**src/rtl/factorial_inverse_blk.sv**
```systemverilog
// Inverse-factorial search: finds n in 1..15 with n! == in_data, building k! one multiply per cycle.
// Optional macro FACT_INV_FLOOR_EN: on no match, out_n reports the floor index instead of 0.
module factorial_inverse_blk (
  input  logic        clk,
  input  logic        resetn,
  input  logic [45:0] in_data,
  input  logic        in_valid,
  output logic [3:0]  out_n,
  output logic        out_match,
  output logic        out_valid,
  output logic        out_busy
);

  typedef enum logic [1:0] {
    S_IDLE   = 2'd0,
    S_SEARCH = 2'd1,
    S_DONE   = 2'd2
  } state_t;

  state_t      state_q, state_d;
  logic [45:0] target_q, target_d;
  logic [45:0] prod_q, prod_d;
  logic [3:0]  k_q, k_d;
  logic [3:0]  out_n_q, out_n_d;
  logic        out_match_q, out_match_d;
  logic        out_valid_q, out_valid_d;
  logic        out_busy_q, out_busy_d;

  logic [45:0] k_inc_ext;
  logic [3:0]  nomatch_n;
  logic        prod_gt;

  assign prod_gt   = (prod_q > target_q);
  assign k_inc_ext = {42'd0, k_q + 4'd1};

`ifdef FACT_INV_FLOOR_EN
  // prod_q overshot: floor is the previous index; otherwise k hit 15 with prod still <= target.
  assign nomatch_n = prod_gt ? (k_q - 4'd1) : k_q;
`else
  assign nomatch_n = 4'd0;
`endif

  always_comb begin
    state_d     = state_q;
    target_d    = target_q;
    prod_d      = prod_q;
    k_d         = k_q;
    out_n_d     = out_n_q;
    out_match_d = out_match_q;
    out_valid_d = out_valid_q;
    out_busy_d  = out_busy_q;
    case (state_q)
      S_IDLE: begin
        if (in_valid) begin
          target_d    = in_data;
          prod_d      = 46'd1;
          k_d         = 4'd1;
          out_busy_d  = 1'b1;
          out_valid_d = 1'b0;
          state_d     = S_SEARCH;
        end
      end
      S_SEARCH: begin
        if (prod_q == target_q) begin
          out_match_d = 1'b1;
          out_n_d     = k_q;
          out_valid_d = 1'b1;
          state_d     = S_DONE;
        end else if (prod_gt || (k_q == 4'd15)) begin
          out_match_d = 1'b0;
          out_n_d     = nomatch_n;
          out_valid_d = 1'b1;
          state_d     = S_DONE;
        end else begin
          // 15! < 2^46, so the truncation never discards bits.
          prod_d = prod_q * k_inc_ext;
          k_d    = k_q + 4'd1;
        end
      end
      S_DONE: begin
        out_valid_d = 1'b0;
        out_busy_d  = 1'b0;
        state_d     = S_IDLE;
      end
      default: begin
        state_d = S_IDLE;
      end
    endcase
  end

  always_ff @(posedge clk or negedge resetn) begin
    if (!resetn) begin
      state_q     <= S_IDLE;
      target_q    <= 46'd0;
      prod_q      <= 46'd0;
      k_q         <= 4'd0;
      out_n_q     <= 4'd0;
      out_match_q <= 1'b0;
      out_valid_q <= 1'b0;
      out_busy_q  <= 1'b0;
    end else begin
      state_q     <= state_d;
      target_q    <= target_d;
      prod_q      <= prod_d;
      k_q         <= k_d;
      out_n_q     <= out_n_d;
      out_match_q <= out_match_d;
      out_valid_q <= out_valid_d;
      out_busy_q  <= out_busy_d;
    end
  end

  assign out_n     = out_n_q;
  assign out_match = out_match_q;
  assign out_valid = out_valid_q;
  assign out_busy  = out_busy_q;

endmodule

```
**config.mk**
```make
export PLATFORM = sky130hd
export DESIGN_NAME = factorial_inverse_blk
export DESIGN_NICKNAME = d
export VERILOG_FILES = /design/src/rtl/factorial_inverse_blk.sv
export SDC_FILE = /design/constraint.sdc
export NUM_CORES = 1
export LEC_CHECK = 0
export ABC_AREA = 1
export BUFFER_PORTS_ARGS = -buffer_cell sky130_fd_sc_hd__buf_2
export CELL_PAD_IN_SITES_DETAIL_PLACEMENT = 0
export CELL_PAD_IN_SITES_GLOBAL_PLACEMENT = 1
export CORE_MARGIN = 2
export CORE_UTILIZATION = 40
export CTS_BUF_LIST = sky130_fd_sc_hd__clkbuf_4
export DETAILED_ROUTE_END_ITERATION = 8
export PLACE_DENSITY = 0.76
export SLEW_MARGIN = 20
export SYNTH_ARGS = -nofsm -noshare
export SYNTH_HDL_FRONTEND = slang
export SYNTH_SLANG_ARGS = --single-unit
```
**constraint.sdc**
```tcl
create_clock -name clk -period 4.65 [get_ports clk]
set_clock_uncertainty 0.2 [all_clocks]
set_input_delay 0.2325 -clock clk [delete_from_list [all_inputs] [get_ports clk]]
set_output_delay 0.2325 -clock clk [all_outputs]
set_load 0.01 [all_outputs]
```
# --- Yosys cells after proc, flatten, opt, wreduce, memory -nomap -nowiden ---
# Cells that the tools add are included.
# Widths: inputs -> output; s select.
word_totals:
  wordCells: 53
  register_bits: 105
  inputBits: 49
op_classes:
  eq_ne: 8
  multipliers: 1
  magnitude_cmp: 1
  n_addsub: 1
  n_mux: 22
  reduce_logical: 12
op_table:
  columns: ["operator", "count"]
  rows:
  - ["$mux 46", 3]
  - ["$pmux 46 s2", 1]
  - ["$eq 46x46->1", 1]
  - ["$gt 46x46->1", 1]
  - ["$mul 46x4->46", 1]
  - ["$mux 4", 5]
  - ["$pmux 4 s2", 1]
  - ["$reduce_and 2->1", 4]
  - ["$mux 1", 6]
  - ["$mux 2", 3]
  - ["$ne 2x2->1 const B", 3]
  - ["$reduce_bool 2->1", 3]
  - ["$add 4x1->4 const B", 1]
  - ["$eq 4x4->1 const B", 1]
  - ["$pmux 2 s2", 1]
  - ["$reduce_and 4->1", 1]
  - ["$ne 3x3->1 const B", 1]
  - ["$pmux 1 s3", 1]
  - ["$reduce_and 3->1", 1]
  - ["$reduce_bool 3->1", 1]
  - ["$eq 2x1->1 const B", 1]
  - ["$eq 2x2->1 const B", 1]
  - ["$logic_not 2->1", 1]
  - ["$pmux 1 s2", 1]
  - ["$logic_or 1x1->1", 1]

# --- Longest topological paths before layout ---
# Gate-level depths: netlist of run 1.
depth:
  word_depth: 5
  mapped_depth: 29
  mapped_depth_nobuf: 26

# --- Worst setup path before layout of run 1 ---
# OpenSTA, ideal clock, no wires.
synth_timing:
  path_kind: "register -> register"
  startpoint: "register k_q[0]"
  endpoint: "register prod_q[33]"
  stages_incl_launch_ff: 27
  setup_slack_ns: 0.378
  required_ns: 4.329
  arrival_time_ns: 3.952
  synth_period_minus_slack_ns: 4.272
  path_cell_list: "dfrtp_1 -> buf_2 -> nand3_1 -> nor2_1 -> nor2_1 -> inv_1 -> buf_2 -> buf_1 -> nor2_1 -> fa_1 -> inv_1 -> fa_1 -> inv_1 -> ha_1 -> nand2_1 -> nand3_1 -> nand2_1 -> nand2_1 -> nand2_1 -> nand2_1 -> nand2_1 -> nand2_1 -> nand2_1 -> nand2_1 -> nor2_1 -> o21ai_0 -> nand2_1"
synth_via:
  elab_chain_len: 5
  elab_cells_between_ends: 9
  classes_between: "add/sub (1); mul (1); eq/ne (2); mux (3); reduce/logical (2)"
synth_lines:
  columns: ["element", "line_no", "source"]
  rows:
  - ["from (decl)", "23", "logic [3:0] k_q, k_d;"]
  - ["from (signal assigned)", "105", "k_q <= k_d;"]
  - ["$add 4x1->4", "34", "assign k_inc_ext = {42'd0, k_q + 4'd1};"]
  - ["$mul 46x4->46", "76", "prod_d = prod_q * k_inc_ext;"]
  - ["$mux 46", "69", "end else if (prod_gt || (k_q == 4'd15)) begin"]
  - ["$mux 46", "64", "if (prod_q == target_q) begin"]
  - ["$pmux 46 s2", "52", "case (state_q)"]
  - ["to (signal assigned)", "104", "prod_q <= prod_d;"]
  - ["to (decl)", "22", "logic [45:0] prod_q, prod_d;"]
# Parallel ways exist; a longest one is shown, timed or not. The select of a mux whose other input is x is not followed.
# A chain may end at the register's enable or synchronous reset.

# --- Final worst setup path of run 1 ---
layout_timing:
  startpoint: "register k_q[0]"
  endpoint: "register prod_q[27]"
# Same word-level chain as after synthesis.

==> results of run 1 <==
## layer usage
metal | global-route usage [%] | wire length [um] | vias up
li1 | - | - | 5724
met1 | 36.4 | 18400 | 5310
met5 | 0 | 0 | -
met4 | 7.24 | 729 | 0
met2 | 40.6 | 17000 | 286
met3 | 2.19 | 1820 | 38
## final cells by class
| class | instances | area, um2 | share of cell area, % |
|---|---|---|---|
| multi-input cells | 1270 | 7710 | 56.0 |
| flip-flops and latches | 105 | 2630 | 19.1 |
| inverters | 445 | 1670 | 12.1 |
| repair buffers | 144 | 1160 | 8.44 |
| well taps | 390 | 488 | 3.54 |
| clock buffers | 9 | 67.6 | 0.490 |
| clock inverters | 6 | 50.0 | 0.363 |
| diodes | 1 | 2.50 | 0.0182 |
## worst max-delay path: stages (launching register included)
cell      delay (ns)
dfrtp_1         0.44
buf_4           0.16
nand3_1         0.08
nand2_1         0.06
inv_1           0.05
nor2_1          0.05
inv_2           0.10
buf_12          0.18
nor2_1          0.08
fa_1            0.54
inv_1           0.05
fa_1            0.53
inv_1           0.04
ha_1            0.30
buf_4           0.16
nand2_1         0.11
inv_1           0.05
a21oi_1         0.22
a21boi_4        0.24
nand2_1         0.12
a21oi_4         0.17
xnor2_1         0.19
nand2_1         0.09
nand2_1         0.11
## sequential cells by signal (all words and copies together) (netlist names)
signal and cells:
prod_q 46, target_q 46, k_q 4, out_n 4
state_q 2, out_busy 1, out_match 1, out_valid 1
## cells by family after synthesis
kind of cell             count (synthesis)
AO/OA/AOI/OAI                          157
XOR/XNOR                                28
flip-flops                             105
buffers and inverters                  481
adder cells (fa/ha/maj)                178
AND/OR/NAND/NOR                        907
## layout by cell type (no fill, tap or decap), types with 6 or more instances in the layout
| master | Yosys | final |
|---|---|---|
| xor2_1 | 17 | 17 |
| inv_2 | 5 | 6 |
| buf_2 | 10 | 54 |
| a21oi_1 | 70 | 62 |
| nand3_1 | 49 | 47 |
| nor2_1 | 197 | 181 |
| a21oi_2 | 0 | 7 |
| nand2_2 | 14 | 21 |
| nand2_1 | 612 | 604 |
| clkbuf_4 | 0 | 9 |
| nand4_1 | 19 | 19 |
| dfrtp_1 | 105 | 105 |
| nor2_2 | 3 | 19 |
| inv_1 | 439 | 438 |
| buf_12 | 1 | 6 |
| dlygate4sd3_1 | 0 | 49 |
| buf_4 | 0 | 34 |
| xnor2_1 | 11 | 11 |
| fa_1 | 85 | 85 |
| ha_1 | 93 | 87 |
| o21ai_0 | 72 | 70 |
## through the flow
step | TNS (ns) | total power [W] | setup slack, ns | util (%) | cells
after global placement | 0 | 0.00574 | 0.0308 | 43.9 | 2304
final | 0 | 0.00642 | 0.294 | 46.6 | 2370
after global routing | -0.0345 | 0.00712 | -0.0206 | 46.6 | 2370
after floorplan | 0 | 0.00441 | 0.378 | - | 1856
after CTS | 0 | 0.00640 | 0.0911 | 46.0 | 2369
after detailed placement | 0 | 0.00584 | 0.0272 | 43.9 | 2304
## power by group
part / switching, W / internal, W / leakage [nW]
clock: 0.000389 / 0.000114 / 0.0647
sequential: 0.000470 / 0.00130 / 1.37
combinational: 0.00271 / 0.00144 / 6.56
## repair_timing
action                                  4_1_cts  5_1_grt
gates resized for setup                       1       53
endpoints found under the setup margin        1       28
hold buffers                                 50        0
endpoints found under the hold margin        83        0
pin swaps                                     0        1
## how the worst max path moves through the flow
stage	from	endpoint	slack, ns
floorplan	k_q[0]	prod_q[33]	0.38
global placement	k_q[0]	prod_q[27]	0.03
detailed placement	k_q[1]	prod_q[27]	0.03
CTS	k_q[0]	prod_q[27]	0.09
finish	k_q[0]	prod_q[27]	0.29
global route	k_q[0]	prod_q[41]	-0.02
==> impl_metrics.ini, run 1 <==
[status]
status = complete, no violations

[setup_path]
path_class = flop to flop
rr_startpoint = k_q[0]
cp.arrival_ns = 4.70
r2r-end = prod_q[27]
path_max_fanout = 19
r2r_cells = 23
worstSetupStartpointType = flop
worstPathRequired_ns = 4.99
end_kind = flop
r2r_setup_slack_ns = 0.29

[synthesis]
ys_async_sr_fraction_pct = 100
yosys.area.top_type_share_pct = 21.9
synthMuxAreaShare_pct = 0
synth_top_family_by_area = simple AND/OR/NAND/NOR gates
synth-compound-area-share_pct = 6.84
yosysMostFrequentCell = nand2_1
ys_types = 32
ys_seq_area_share_pct = 21.9
synth.yosys.warnings = 0
synth_top_area_cell = dfrtp_1
syn_nets = 2083
avgSynthCellArea_um2 = 6.47
synth_area_leaders = dfrtp_1 (22%), nand2_1 (19%), fa_1 (14%)
synth_xor_area_share_pct = 2.04
synth_edf_count = 0
netlist_area_um2 = 12000
synth_commonest_cells = nand2_1 (612), inv_1 (439), nor2_1 (197), dfrtp_1 (105), ha_1 (93)
syn_inst = 1856
synth_fa_ha_area_share_pct = 23.9
synth-simple-area-share_pct = 30.0
ys.flop_type = dfrtp_1
synth-seq-cells = 105

[die]
dieArea_um2 = 31400
io_pins = 56
initial_core_util_pct = 40.6
die_x_um = 177
dieHeight_um = 177
core_area_um2 = 29600
num_rows = 63

[clocking]
cts_root_buffer = clkbuf_4
clock_sinks = 105
post_cts.repair.setup_buffers = 0
clockBufferDepth = 2
clk_latency_ns = 0.59
numCtsBuffers = 9
h-tree-depth = 3
tritoncts = done
clkTransAtPathRegs_ns = 0.21

[global_routing]
overflow = 0
grt_max_degree = 92
grt_usage_pct = 25.3
grt_pass1_wl_mm = 60.7
antenna_found_initial = 1
grt_pass1_vias = 11317

[sta]
setup_violations = 0
relSlewSlack_pct = 36.5
fin_crit_sh_pct = 93.7
final-hold-violation-count = 0
slew_viol_final = 0
finalCriticalPeriod_ns = 4.36
rsz0062_at_grt = yes
worstMarginPinSlew_ns = 0.951
max_freq_mhz = 230
whs_ns = 0.0519

[routing]
drc = 0
ant_nets = 0
vias = 11358
routedWlPerCell_um = 16.0
vias_per_cell = 4.79
firstDrtPassIters = 5
routed_wl_mm = 37.9
drt_iter0_drc = 823

[place]
place_hpwl_mm = 29.8
port_buffers = 55
placed_cell_area_um2 = 13000
routabilityCongestion = 0.921

[layout]
fill_cells = 3113
layout.nets = 2202
fin_area_um2 = 13800
area_growth_pct = 14.8
layout-drive-gt1-share_pct = 9.25

[hold_path]
hp-class = input pin to asynchronous set/reset pin

[power]
power.density_nw_per_um2 = 466
leakage_nw = 7.99
ir_drop_mv = 0.350

[job]
cap_violations = 0
(Power assumes the default switching activity.)
==> run 2, diff against run 1 <==
--- a/config.mk
+++ b/config.mk
@@ -13,6 +13,7 @@
 export CORE_UTILIZATION = 40
 export CTS_BUF_LIST = sky130_fd_sc_hd__clkbuf_4
 export DETAILED_ROUTE_END_ITERATION = 8
+export GPL_TIMING_DRIVEN = 0
 export PLACE_DENSITY = 0.76
 export SLEW_MARGIN = 20
 export SYNTH_ARGS = -nofsm -noshare
==> impl_metrics.ini, run 2 (synthesized netlist as in run 1, its figures left out) <==
[routing]
vias_per_cell = 4.79
drc = 0
vias = 11412
routed_wl_mm = 38.8
firstDrtPassIters = 8
drt_iter0_drc = 859
routedWlPerCell_um = 16.3
ant_nets = 0

[sta]
final-hold-violation-count = 3
setup_violations = 0
max_freq_mhz = 224
finalCriticalPeriod_ns = 4.47
worstMarginPinSlew_ns = 0.870
slew_viol_final = 0
tns_ns = 0
whs_ns = -0.0206
fin_crit_sh_pct = 96.1
relSlewSlack_pct = 42.0

[layout]
layout.nets = 2212
final_cell_mix = nand2_1 (584), inv_1 (437), nor2_1 (164)
final_cells = 2382
biggestRegsByFlops = prod_q: 46 flops, target_q: 46 flops
layout-drive-gt1-share_pct = 11.6
area_growth_pct = 16.9
layout_commonest_cell = nand2_1

[setup_path]
end_kind = flop
cp.arrival_ns = 4.75
path_class = flop to flop
worstSetupStartpointType = flop
path_max_fanout = 10
worstPathRequired_ns = 4.94

[die]
io_pins = 56
core_area_um2 = 29600
die_x_um = 177
num_rows = 63
dieArea_um2 = 31400
dieHeight_um = 177
initial_core_util_pct = 40.6

[global_routing]
grt_usage_pct = 25.9
grt_pass1_vias = 11322
antenna_found_initial = 1
grt_pass1_wl_mm = 61.8
grt_max_degree = 63
overflow = 0

[power]
power.density_nw_per_um2 = 469
leakage_nw = 7.98
ir_drop_mv = 0.200

[clocking]
clk_latency_ns = 0.54
numCtsBuffers = 9
clkTransAtPathRegs_ns = 0.21
cts_root_buffer = clkbuf_4
clock_sinks = 105
h-tree-depth = 3
tritoncts = done
clockBufferDepth = 2

[hold_path]
hp-class = input pin to asynchronous set/reset pin

[place]
placedCellCount = 2302
place_hpwl_mm = 31.6
port_buffers = 55
routabilityCongestion = 0.968

[status]
violations = hold timing
status = finished, violations left

[job]
cap_violations = 0
## run 2: per-layer routing
metal  GRT usage [%]  vias up  share of wire [%]
met2            41.4      212                 45
met5               0        -                  0
li1                -     5744                  -
met1            37.6     5430                 49
met3            2.75       26                4.5
met4            5.70        0                1.7
## run 2: final cells by class
class                           count  area [um2]
Timing Repair Buffer              118         897
Fill cell                        3177       15500
Buffer                             36         274
Antenna cell                        2        5.00
Multi-Input combinational cell   1270        7940
Sequential cell                   105        2630
Clock inverter                      6        53.8
Tap cell                          390         488
Clock buffer                       10        75.1
Inverter                          445        1670
## run 2: path summary, 6_finish.rpt
check / end / cells after the start / from / slack, ns
worst max-delay path: prod_q[42] / 22 / k_q[0] / 0.18
worst min-delay path: prod_q[18] / 2 / resetn / -0.02
worst max register to register: prod_q[42] / 22 / k_q[0] / 0.18
worst min register to register: out_n[0] / 2 / out_n[0] / 0.30
max in group asynchronous: prod_q[3] / 3 / resetn / 3.43
min in group clk: target_q[45] / 4 / in_data[45] / 0.22
## run 2: where the power goes
| part | internal [W] | switching (W) |
|---|---|---|
| Clock | 0.000124 | 0.000384 |
| Combinational | 0.00148 | 0.00286 |
| Sequential | 0.00130 | 0.000431 |
## run 2: critical path, cell delays in order, from the launching register on
cell and delay, ns:
dfrtp_1 0.41, buf_6 0.16, nand3_1 0.12, nor2_2 0.18, nor2_4 0.08, inv_4 0.09, buf_12 0.16, nor2_1 0.09
fa_1 0.55, inv_1 0.06, fa_1 0.55, inv_1 0.06, ha_1 0.40, nand2_2 0.17, inv_1 0.07, a21oi_2 0.16
a21boi_2 0.19, nand2_1 0.11, nand2_2 0.10, nand3_1 0.08, nand2_1 0.07, nand4_1 0.23, nand2_1 0.14
## run 2: metrics by stage
stage / area, um2 / utilization [%] / setup slack [ns] / hold slack, ns / power [W]
finish: 14000 / 47.5 / 0.184 / -0.0206 / 0.00658
global route: 14000 / 47.5 / -0.0252 / 0.0705 / 0.00731
CTS: 13600 / 45.9 / 0.00158 / 0.0489 / 0.00646
detailed placement: 12800 / 43.3 / -1.30 / 0.102 / 0.00581
global placement: 12800 / 43.2 / -1.29 / 0.239 / 0.00574
floorplan: 12000 / - / 0.378 / -0.263 / 0.00441
## run 2: timing repair
action	4_1_cts	5_1_grt
hold buffers	49	0
resized for setup	52	119
endpoints found under the setup margin	41	32
pin swaps	0	18
endpoints found under the hold margin	137	0
buffers inserted	0	13
==> run 3, diff against run 2 <==
--- a/config.mk
+++ b/config.mk
@@ -5,16 +5,16 @@
 export SDC_FILE = /design/constraint.sdc
 export NUM_CORES = 1
 export LEC_CHECK = 0
-export ABC_AREA = 1
 export BUFFER_PORTS_ARGS = -buffer_cell sky130_fd_sc_hd__buf_2
 export CELL_PAD_IN_SITES_DETAIL_PLACEMENT = 0
 export CELL_PAD_IN_SITES_GLOBAL_PLACEMENT = 1
 export CORE_MARGIN = 2
 export CORE_UTILIZATION = 40
 export CTS_BUF_LIST = sky130_fd_sc_hd__clkbuf_4
+export CTS_CLUSTER_DIAMETER = 120
 export DETAILED_ROUTE_END_ITERATION = 8
 export GPL_TIMING_DRIVEN = 0
-export PLACE_DENSITY = 0.76
+export PLACE_DENSITY = 0.72
 export SLEW_MARGIN = 20
 export SYNTH_ARGS = -nofsm -noshare
 export SYNTH_HDL_FRONTEND = slang
==> impl_metrics.ini, run 3 <==
[sta]
slew_viol_final = 0
rsz0062_at_grt = yes
finalCriticalPeriod_ns = 5.04
relSlewSlack_pct = 35.7
worstMarginPinSlew_ns = 0.965
fin_crit_sh_pct = 108
setup_violations = 22
max_freq_mhz = 198
final-hold-violation-count = 0
tns_ns = -4.46
worst_slack_ns = -0.394

[layout]
layout_commonest_cell = inv_1
final_cell_mix = inv_1 (211), nand2_1 (125), and2_1 (123)
layout.nets = 1623
biggestRegsByFlops = prod_q: 46 flops, target_q: 46 flops
area_growth_pct = 21.3
layout-drive-gt1-share_pct = 16.8

[setup_path]
cp.arrival_ns = 5.28
rr_startpoint = k_q[1]
worstPathRequired_ns = 4.88
path_class = flop to flop
r2r_cells = 20
path_max_fanout = 9
cp_num_buf_inv = 4
cp_slowest_cell = dfrtp_2
worstSetupStartpointType = flop
r2r_setup_slack_ns = -0.39
slowest_delay_ns = 0.51
critPathTopFamily = compound AO/OA/AOI/OAI gates
end_kind = flop
path_cells = ha_4 -> xor2_4 -> buf_6 -> and2_4 -> fa_1 -> inv_1 -> fa_1 -> inv_2 -> ha_4 -> a21o_1 -> buf_4 -> a221oi_4 -> o211a_4 -> nor2_4 -> a31oi_4 -> o31ai_4 -> a31o_1 -> o21a_1 -> o21a_1 -> o41ai_2
r2r-end = prod_q[40]
cp.depth = 20

[global_routing]
overflow = 0
grt_pass1_vias = 9131
grt_max_degree = 64
antenna_found_initial = 2
grt_pass1_wl_mm = 49.1
grt_usage_pct = 22.0

[synthesis]
synth-seq-cells = 105
synth_commonest_cells = inv_1 (216), nand2_1 (129), and2_1 (126), dfrtp_1 (105), ha_1 (93)
ys_async_sr_fraction_pct = 100
synth_top_area_cell = dfrtp_1
synth_area_leaders = dfrtp_1 (24%), fa_1 (16%), ha_1 (11%)
synth_edf_count = 0
ys_types = 65
netlist_area_um2 = 10700
syn_inst = 1240
ys_seq_area_share_pct = 24.5
syn_nets = 1467
yosysMostFrequentCell = inv_1
ys.flop_type = dfrtp_1
avgSynthCellArea_um2 = 8.66
yosys.area.top_type_share_pct = 24.5
synth.yosys.warnings = 0

[die]
dieArea_um2 = 28200
num_rows = 59
io_pins = 56
dieHeight_um = 168
die_x_um = 168
core_area_um2 = 26200
initial_core_util_pct = 41.0

[place]
port_buffers = 55
place_hpwl_mm = 22.3
routabilityCongestion = 0.825

[power]
finalPower_w = 0.00419
seqPwrFrac_pct = 30.7
power.density_nw_per_um2 = 322
clkPwrFrac_pct = 13.6
leakage_nw = 6.50
switching_share_pct = 48.5
comb_power_share_pct = 55.7
intPower_w = 0.00216
p_sw_w = 0.00203
ir_drop_mv = 0.191

[hold_path]
hp-class = input pin to asynchronous set/reset pin

[routing]
ant_nets = 0
vias_per_cell = 5.07
firstDrtPassIters = 5
vias = 8814
drc = 0
routedWlPerCell_um = 17.0
routed_wl_mm = 29.6
drt_iter0_drc = 524

[clocking]
clock_sinks = 105
clkTransAtPathRegs_ns = 0.21
numCtsBuffers = 9
tritoncts = done
h-tree-depth = 3
cts_root_buffer = clkbuf_4
clockBufferDepth = 2
clk_latency_ns = 0.53

[job]
cap_violations = 0

[status]
status = finished, violations left
violations = setup timing
==> run 3: layout make-up <==
cell class | instances | area [um2]
Fill cell | 2530 | 13200
Multi-Input combinational cell | 868 | 7560
Sequential cell | 105 | 2630
Timing Repair Buffer | 148 | 1130
Inverter | 216 | 811
Tap cell | 335 | 419
Buffer | 48 | 309
Clock inverter | 7 | 93.8
Clock buffer | 9 | 67.6
Antenna cell | 1 | 2.50
==> run 3: metrics by stage <==
step / instance area [um2] / hold WS (ns) / setup WS [ns] / util, % / instances
floorplan: 10900 / -0.263 / 0.00220 / - / 1240
global placement: 11600 / 0.236 / -0.973 / 44.3 / 1630
CTS: 12700 / 0.0337 / -0.462 / 48.4 / 1717
global route: 13000 / 0.0995 / -0.569 / 49.7 / 1737
detailed placement: 11700 / 0.0779 / -0.957 / 44.5 / 1631
finish: 13000 / 0.0574 / -0.394 / 49.7 / 1737
==> run 3: worst max-delay path by stage <==
| stage | from | to | slack (ns) |
|---|---|---|---|
| after global placement | k_q[2] | prod_q[42] | -0.97 |
| after detailed placement | k_q[2] | prod_q[26] | -0.96 |
| after floorplan | k_q[1] | prod_q[40] | 0.002 |
| after global routing | k_q[1] | prod_q[43] | -0.57 |
| after CTS | k_q[1] | prod_q[40] | -0.46 |
| final | k_q[1] | prod_q[40] | -0.39 |
==> run 3: timing repair <==
item | 4_1_cts | 5_1_grt
hold buffers | 48 | 0
hold endpoints to repair | 153 | 0
pin swaps | 38 | 34
buffers inserted | 26 | 19
gates resized for setup | 45 | 56
endpoints found under the setup margin | 32 | 29
==> run 3: worst register-to-register path: cells and delay by family (launching register included) <==
kind | cells | cell delay, ns
AO/OA/AOI/OAI | 9 | 2.03
XOR/XNOR | 1 | 0.19
adder cells (fa/ha/maj) | 4 | 1.40
buffers and inverters | 4 | 0.42
flip-flops | 1 | 0.51
AND/OR/NAND/NOR | 2 | 0.21
==> run 3: cell families after synthesis <==
| kind of cell | count (synthesis) | synth area share, % |
|---|---|---|
| muxes | 4 | 0.373 |
| xor gates and xnor gates | 44 | 3.59 |
| buffers and inverters | 267 | 9.51 |
| AOI/OAI and AO/OA | 259 | 16.4 |
| DFF | 105 | 24.5 |
| adders and majority gates | 178 | 26.7 |
| and+or+nand+nor | 383 | 19.0 |
==> run 3: power by group through the flow <==
stage          clock (W)  sequential [W]  combinational, W
6_report        0.000570         0.00129           0.00234
5_1_grt         0.000619         0.00132           0.00261
4_1_cts         0.000591         0.00129           0.00228
3_5_place_dp           0         0.00132           0.00209
3_3_place_gp           0         0.00131           0.00207
2_1_floorplan          0         0.00128           0.00132
==> run 3: layer usage <==
| metal | vias to the layer above | global-route usage, % | part of all wire [%] |
|---|---|---|---|
| met4 | 0 | 4.69 | 1.3 |
| met1 | 4321 | 32.2 | 50 |
| met5 | - | 0 | 0 |
| met2 | 140 | 35.5 | 46 |
| li1 | 4332 | - | - |
| met3 | 21 | 1.97 | 3.0 |
